File: config.mk
export PLATFORM = sky130hd
export DESIGN_NAME = uart_tx_arbiter
export DESIGN_NICKNAME = d
export VERILOG_FILES = /design/src/rtl/uart_tx_arbiter.sv
export SDC_FILE = /design/constraint.sdc
export NUM_CORES = 1
export LEC_CHECK = 0
export ABC_CLOCK_PERIOD_IN_PS = 1800
export BUFFER_PORTS_ARGS = -buffer_cell sky130_fd_sc_hd__buf_4
export CAP_MARGIN = 20
export CORE_ASPECT_RATIO = 1.25
export CORE_MARGIN = 10
export CORE_UTILIZATION = 52
export DETAILED_ROUTE_END_ITERATION = 10
export HOLD_SLACK_MARGIN = 0.15
export PLACE_DENSITY = 0.81
export RECOVER_POWER = 50
export SYNTH_ARGS = -nofsm -noshare
export SYNTH_HDL_FRONTEND = slang
export SYNTH_SLANG_ARGS = --single-unit
File: constraint.sdc
create_clock -name clock -period 1.8 [get_ports clock]
set_input_delay 0.36 -clock clock [delete_from_list [all_inputs] [get_ports clock]]
set_output_delay 0.36 -clock clock [all_outputs]
set_load 0.01 [all_outputs]
File: src/rtl/uart_tx_arbiter.sv
// uart_tx_arbiter
// Shares one rs232out transmitter between NREQ message sources. Each source
// posts a left-aligned 36-bit word plus a digit count. Sources are granted
// round-robin. The word goes out as uppercase ASCII hex, MSB nibble first,
// optionally followed by CR LF. Every byte is presented with tx_we held high
// until rs232out accepts it (tx_busy low). A one-cycle GAP with tx_we low
// follows so the transmitter can raise busy before the next byte.
module uart_tx_arbiter #(
  parameter int NREQ = 2,
  parameter bit CRLF = 1'b1
) (
  input  logic               clock,
  input  logic               reset,
  input  logic [NREQ-1:0]    req,
  input  logic [36*NREQ-1:0] req_word,
  input  logic [4*NREQ-1:0]  req_nibbles,
  output logic [NREQ-1:0]    ack,
  output logic [7:0]         tx_data,
  output logic               tx_we,
  input  logic               tx_busy,
  output logic               active,
  output logic [1:0]         cur_src
);

  localparam int IW = (NREQ > 1) ? $clog2(NREQ) : 1;

  // GAP is shared by every byte. It also covers the ack cycle right after a
  // grant. dest_q records where GAP hands over.
  typedef enum logic [2:0] {
    S_IDLE,
    S_HEX,
    S_CR,
    S_LF,
    S_GAP
  } state_t;

  state_t          state_q,   state_d;
  state_t          dest_q,    dest_d;
  logic [35:0]     word_q,    word_d;
  logic [3:0]      count_q,   count_d;
  logic [IW-1:0]   ptr_q,     ptr_d;
  logic [NREQ-1:0] ack_q,     ack_d;
  logic [7:0]      tx_data_q, tx_data_d;
  logic            tx_we_q,   tx_we_d;
  logic            active_q,  active_d;
  logic [1:0]      cur_src_q, cur_src_d;

  // Per-source views of the flattened request buses.
  logic [35:0]     word_arr [NREQ];
  logic [3:0]      nib_arr  [NREQ];

  // Round-robin scan result.
  logic            grant_vld;
  logic [IW-1:0]   grant_idx;
  logic [IW-1:0]   scan_idx;
  logic [3:0]      grant_cnt;

  // Increment modulo NREQ.
  function automatic logic [IW-1:0] wrap_inc(input logic [IW-1:0] v);
    if (v == IW'(NREQ - 1)) return '0;
    return v + 1'b1;
  endfunction

  // Uppercase ASCII for one hex digit.
  function automatic logic [7:0] hex_char(input logic [3:0] d);
    return (d < 4'd10) ? (8'd48 + {4'd0, d}) : (8'd55 + {4'd0, d});
  endfunction

  // Byte to present on entering a sending state from GAP.
  function automatic logic [7:0] char_for(input state_t s, input logic [35:0] w);
    case (s)
      S_HEX:   return hex_char(w[35:32]);
      S_CR:    return 8'd13;
      S_LF:    return 8'd10;
      default: return 8'd0;
    endcase
  endfunction

  // Split the packed request buses into per-source words and counts.
  always_comb begin
    for (int i = 0; i < NREQ; i++) begin
      word_arr[i] = req_word[36*i +: 36];
      nib_arr[i]  = req_nibbles[4*i +: 4];
    end
  end

  // Pick the first requesting source at or after ptr, wrapping around.
  always_comb begin
    grant_vld = 1'b0;
    grant_idx = ptr_q;
    scan_idx  = ptr_q;
    for (int i = 0; i < NREQ; i++) begin
      if (!grant_vld && req[scan_idx]) begin
        grant_vld = 1'b1;
        grant_idx = scan_idx;
      end
      scan_idx = wrap_inc(scan_idx);
    end
    grant_cnt = (nib_arr[grant_idx] > 4'd9) ? 4'd9 : nib_arr[grant_idx];
  end

  // Next-state and next-output logic for the message sequencer.
  always_comb begin
    // NOTE: every signal gets a default before the case. A path that leaves
    // one unassigned would infer a latch instead of plain logic.
    state_d   = state_q;
    dest_d    = dest_q;
    word_d    = word_q;
    count_d   = count_q;
    ptr_d     = ptr_q;
    ack_d     = '0;
    tx_data_d = tx_data_q;
    tx_we_d   = tx_we_q;
    cur_src_d = cur_src_q;

    case (state_q)
      S_IDLE: begin
        tx_we_d = 1'b0;
        if (grant_vld) begin
          ack_d[grant_idx] = 1'b1;
          word_d           = word_arr[grant_idx];
          count_d          = grant_cnt;
          cur_src_d        = 2'(grant_idx);
          ptr_d            = wrap_inc(grant_idx);
          // The ack cycle itself is spent in GAP. The first byte then
          // appears on the following cycle.
          if (grant_cnt != 4'd0) begin
            state_d = S_GAP;
            dest_d  = S_HEX;
          end else if (CRLF) begin
            state_d = S_GAP;
            dest_d  = S_CR;
          end else begin
            state_d = S_IDLE;
          end
        end
      end

      S_HEX: begin
        if (tx_we_q && !tx_busy) begin
          tx_we_d = 1'b0;
          word_d  = {word_q[31:0], 4'h0};
          count_d = count_q - 4'd1;
          state_d = S_GAP;
          if (count_q > 4'd1) dest_d = S_HEX;
          else if (CRLF)      dest_d = S_CR;
          else                dest_d = S_IDLE;
        end
      end

      S_CR: begin
        if (tx_we_q && !tx_busy) begin
          tx_we_d = 1'b0;
          state_d = S_GAP;
          dest_d  = S_LF;
        end
      end

      S_LF: begin
        if (tx_we_q && !tx_busy) begin
          tx_we_d = 1'b0;
          state_d = S_GAP;
          dest_d  = S_IDLE;
        end
      end

      S_GAP: begin
        state_d = dest_q;
        if (dest_q != S_IDLE) begin
          tx_we_d   = 1'b1;
          tx_data_d = char_for(dest_q, word_q);
        end else begin
          tx_we_d = 1'b0;
        end
      end

      default: begin
        state_d = S_IDLE;
        tx_we_d = 1'b0;
      end
    endcase

    active_d = (state_d != S_IDLE);
  end

  // State and registered outputs. Reset abandons any message in flight.
  always_ff @(posedge clock or negedge reset) begin
    if (!reset) begin
      state_q   <= S_IDLE;
      dest_q    <= S_IDLE;
      word_q    <= '0;
      count_q   <= '0;
      ptr_q     <= '0;
      ack_q     <= '0;
      tx_data_q <= '0;
      tx_we_q   <= 1'b0;
      active_q  <= 1'b0;
      cur_src_q <= '0;
    end else begin
      // NOTE: non-blocking assignments. All flops then update together from
      // pre-edge values, whatever order the statements are written in.
      state_q   <= state_d;
      dest_q    <= dest_d;
      word_q    <= word_d;
      count_q   <= count_d;
      ptr_q     <= ptr_d;
      ack_q     <= ack_d;
      tx_data_q <= tx_data_d;
      tx_we_q   <= tx_we_d;
      active_q  <= active_d;
      cur_src_q <= cur_src_d;
    end
  end

  assign ack     = ack_q;
  assign tx_data = tx_data_q;
  assign tx_we   = tx_we_q;
  assign active  = active_q;
  assign cur_src = cur_src_q;

endmodule

; Yosys cells after proc, flatten, opt, wreduce, memory -nomap -nowiden
; Index checks and enable logic that the tools add are counted.
[op_classes]
add_sub_neg = 5
n_lt_le_gt_ge = 8
n_eq_ne = 12
mux = 47
bitwise_logic = 1
n_reduce_logical = 16
[op_table]
columns = op, n
row1 = $mux W36, 5
row2 = $pmux W36 S2, 1
row3 = $mux W4, 6
row4 = $pmux W7 S3, 1
row5 = $mux W1, 18
row6 = $mux W3, 6
row7 = $add A6 B4 Y7 const A, 2
row8 = $eq A3 B2 Y1 const B, 4
row9 = $pmux W3 S4, 1
row10 = $pmux W3 S3, 1
row11 = $mux W2, 4
row12 = $ne A2 B2 Y1 const B, 4
row13 = $pmux W4 S2, 1
row14 = $reduce_bool A4 Y1, 2
row15 = $mux W7, 1
row16 = $eq A3 B1 Y1 const B, 2
row17 = $lt A1 B2 Y1 const B, 3
row18 = $reduce_bool A3 Y1, 2
row19 = $reduce_and A5 Y1, 1
row20 = $gt A4 B1 Y1 const B, 1
row21 = $gt A4 B4 Y1 const B, 1
row22 = $lt A4 B4 Y1 const B, 1
row23 = $reduce_and A2 Y1, 2
row24 = $sub A4 B1 Y4 const B, 1
row25 = 14 further kinds, 18
[totals]
ff_bits = 60
in_bits = 85
output_inout_bits = 14
wordCells = 99

; Depth between registers and ports, before layout
[depth]
word_depth = 16
mapped_depth = 8
mapped_depth_nobuf = 7

; Worst setup path before layout
; Ideal clock, no wire load.
[synth_timing]
path_type = register to register
start = register ptr_q
end = register dest_q[0]
setup_time_ns = 0.129
arrival_ns = 1.436
path_slack_ns = 0.235
stages_incl_launch_ff = 7
synth_period_minus_slack_ns = 1.565
path_cell_list = dfrtp_1 nor2_2 o21ai_4 buf_6 mux2i_1 nand2_1 o41a_1
[synth_via]
elab_chain_cells = 16
word_cells_on_any_way = 24
[synth_rtl]
columns = element, line
row1 = start: declaration, 41  ; logic [IW-1:0] ptr_q, ptr_d;
row2 = start signal: assignment, 206  ; ptr_q <= ptr_d;
row3 = "$add A1 B1 Y1, or another cell as far along", 61  ; return v + 1'b1;
row4 = $mux W1 (on tied branches), "61, 93"
row5 = $mux W1 (not written as such), 93  ; if (!grant_vld && req[scan_idx]) begin
row6 = $mux W1 (not written as such) or $logic_not A1 Y1 (tied branches), 93
row7 = $logic_and A1 B1 Y1, 93
row8 = $mux W1, 93
row9 = $not A1 Y2 (not written as such), 99  ; grant_cnt = (nib_arr[grant_idx] > 4'd9) ? 4'd9 : nib_arr[grant_idx];
row10 = $mux W4 (not written as such) (3 in a row), 99
row11 = $gt A4 B4 Y1, 99
row12 = $mux W4, 99
row13 = $reduce_bool A4 Y1, 127  ; if (grant_cnt != 4'd0) begin
row14 = $mux W2, 127
row15 = $mux W3, 119  ; if (grant_vld) begin
row16 = $pmux W3 S4, 116  ; case (state_q)
row17 = end signal: assignment, 203  ; dest_q <= dest_d;
row18 = end: declaration, 38  ; state_t dest_q, dest_d;
; Parallel ways exist; a longest one is shown, timed or not. The select of a mux whose other input is x is not followed.
; A chain may end at the register's enable or synchronous reset.

; Final worst setup path
; Same ends and word-level chain as after synthesis.

==> out/qor.txt <==
ranking of synthesized cells by area: dfrtp_1 (44%), mux2i_1 (13%), a21o_1 (8.0%)
crit path buf inv count: 1
Pre-antenna DRT Iters: 4
DP Area: 4174 sq um
Yosys warning count: 0
clock sink count: 58
Final Cycle Share: 95.26%
Area growth syn-to-layout: 32.82%
setup violators final: 0
Clock Latency Late Sink: 0.34 ns
Starting Density: 53.23%
Clock Tree Buf Depth: 2
ys flop type: dfrtp_1
maximum clock frequency: 0.5832 GHz
Max Cap Viol: 0
CTS root buf: clkbuf_8
fin crit period: 1.715 ns
CTS buffer count: 9
Placeable Area: 6166 sq um
slowest stage cell, crit path: o41a_1
Die ar.: 9909 sq um
relative slew slack: 56.78%
Mapped Area: 3282 sq um
Lkg Pwr: 2.261 nW
die width: 91.06 um
mux contribution to synthesized area: 13.19%
delay-heaviest family, CP: compound AO/OA/AOI/OAI gates
RSZ-0062 raised after global routing: no
Yosys top cell area share: 44.22%
Adder-Cell Fraction of Synth Area: 1.144%
CP Data Required Time: 2.02 ns
sequential share of the synthesized area: 44.22%
hold crit path type: input port to flop
XOR/XNOR Fraction of Synth Area: 0.2669%
Finished Core Util: 70.70%
largest net degree at the start of global routing: 66
most common library cell in the layout ignoring fill and taps: buf_4
global-route wire length before repair: 13.62 mm
Async SR Flop Fraction: 100.0%
maximum fanout along the worst path: 4
Rows: 32
actual slew at the worst max-slew pin: 0.6483 ns
vias in the first global route: 2999
Post-Synth Simple-Gate Area: 11.97%
EDFF count, synth: 0
diode count: 0
critical path type: flop to flop
PortBufs: 96
DR vias: 2847
most frequent cells in the layout: buf_4 (102), dfrtp_1 (58), nor2_1 (43)
kind of end point of the critical path: flop
post-route cell area: 4359 sq um
Seq cells post-synth: 58
share of cells above drive strength 1: 30.66%
Die Y: 108.8 um
Synth area leader: dfrtp_1
# fillers: 526
I/O pin total: 99
syn_area_per_cell: 9.975 sq um
Antenna Nets Post-Route: 0
Final Hold Vio Count: 0
Largest stage delay, worst path: 0.41 ns
Worst EP arrival: 1.93 ns
routability cong.: 0.9191
status: complete, no violations
DP Wirelength: 6.325 mm
nets: 520
max-slew violations: 0
critical path launch point type: flop
P per Cell Area: 1681 nW/um^2
Final Skew: 0.006825 ns
H-Tree Depth: 3
drt drc: 0
synth unique cells: 45
CTS tree: built
routed length per instance: 15.81 um
Syn Inst Count: 329
worst path cell trace: nor2_2, o21ai_4, buf_4, mux2_2, o41a_1
grt ovf: 0
antenna violations before repair: 0
Starting DRT DRC Count: 137
setup TNS: 0 ns
routed vias/inst: 5.454
worst vdd ir: 0.0007530 V
Clk pin slew, worst setup/hold paths: 0.07 ns
routed wire length: 8.255 mm
Synth Area in Compound Gates: 23.68%
Total GRT Usage: 16.76%
largest family of logic cells by synthesized area: compound AO/OA/AOI/OAI gates
synth_stat cells (3+ instances only):
cell,count
a21oi_1,7
nor2_1,43
dfrtp_1,58
o22a_1,5
nor3_1,4
nor2b_1,4
clkbuf_1,5
mux2i_1,41
o21ai_0,13
ha_1,3
a21o_1,35
a211oi_1,32
buf_6,3
buf_2,10
buf_4,7
nand2_1,19
inv_1,6
final timing paths:
path / cells past startpoint / slack [ns] / to / startpoint
max: 5 / 0.09 / dest_q[0] / ptr_q
min: 3 / 0.30 / tx_we / tx_busy
max reg2reg: 5 / 0.09 / dest_q[0] / ptr_q
min reg2reg: 1 / 0.48 / word_q[28] / word_q[28]
max in group asynchronous: 3 / 0.28 / word_q[31] / reset
min in group asynchronous: 2 / 0.58 / cur_src[0] / reset
worst reg2reg max path, cell delays in order, from the launching register on:
cell and delay (ns):
dfrtp_1 0.39, nor2_2 0.06, o21ai_4 0.20, buf_4 0.16
mux2_2 0.38, o41a_1 0.41
layer usage:
metal,vias up,wire length [um],GRT usage (%)
met5,-,0,0
met2,92,4407,29.46
met3,16,435,3.851
met4,0,163,8.857
li1,1390,-,-
met1,1349,3249,18.61
through the flow:
stage	cells	hold slack [ns]	total power [mW]	setup slack (ns)
after floorplan	330	0.06441	5.016	0.2350
after global placement	503	0.2962	5.998	0.05131
after detailed placement	503	0.2972	6.172	0.008054
after CTS	520	0.2912	7.411	0.08203
after global routing	522	0.2920	7.917	0.05365
final	522	0.2994	7.328	0.08536
cells by family (layout without fill, tap and decap cells):
logic type,after synthesis,in the layout
mux,43,43
simple gates,86,86
other cells,1,2
fa+ha+maj,3,3
flops,58,58
buf+inv,31,138
xor+xnor,1,1
compound gates,106,106
flip-flops by register name (all words and copies together) (netlist names), 2 cells and up:
name / count
dest_q: 2
count_q: 4
word_q: 36
state_q: 3
ack: 2
tx_data: 7
what timing repair did:
item / 4_1_cts / 5_1_grt
resized for setup: 0 / 0
hold buffers: 1 / 0
hold endpoints to repair: 26 / 0
endpoints found under the setup margin: 0 / 2
buffers inserted: 0 / 2
report_power, final:
part | switching [mW] | total (mW) | internal [mW]
Clock | 0.496 | 1.21 | 0.714
Combinational | 1.92 | 3.71 | 1.79
Sequential | 0.446 | 2.41 | 1.96
Total | 2.86 | 7.33 | 4.47
area by class of cell:
cell class / instances / area [sq um] / area share, %
Clock inverter: 2 / 35.03 / 0.8037
Inverter: 6 / 22.52 / 0.5166
Multi-Input combinational cell: 241 / 1670 / 38.32
Tap cell: 85 / 106.4 / 2.440
Sequential cell: 58 / 1451 / 33.30
Clock buffer: 14 / 162.7 / 3.731
Timing Repair Buffer: 116 / 910.9 / 20.90
Note: power is estimated with default switching activity, not from simulation.
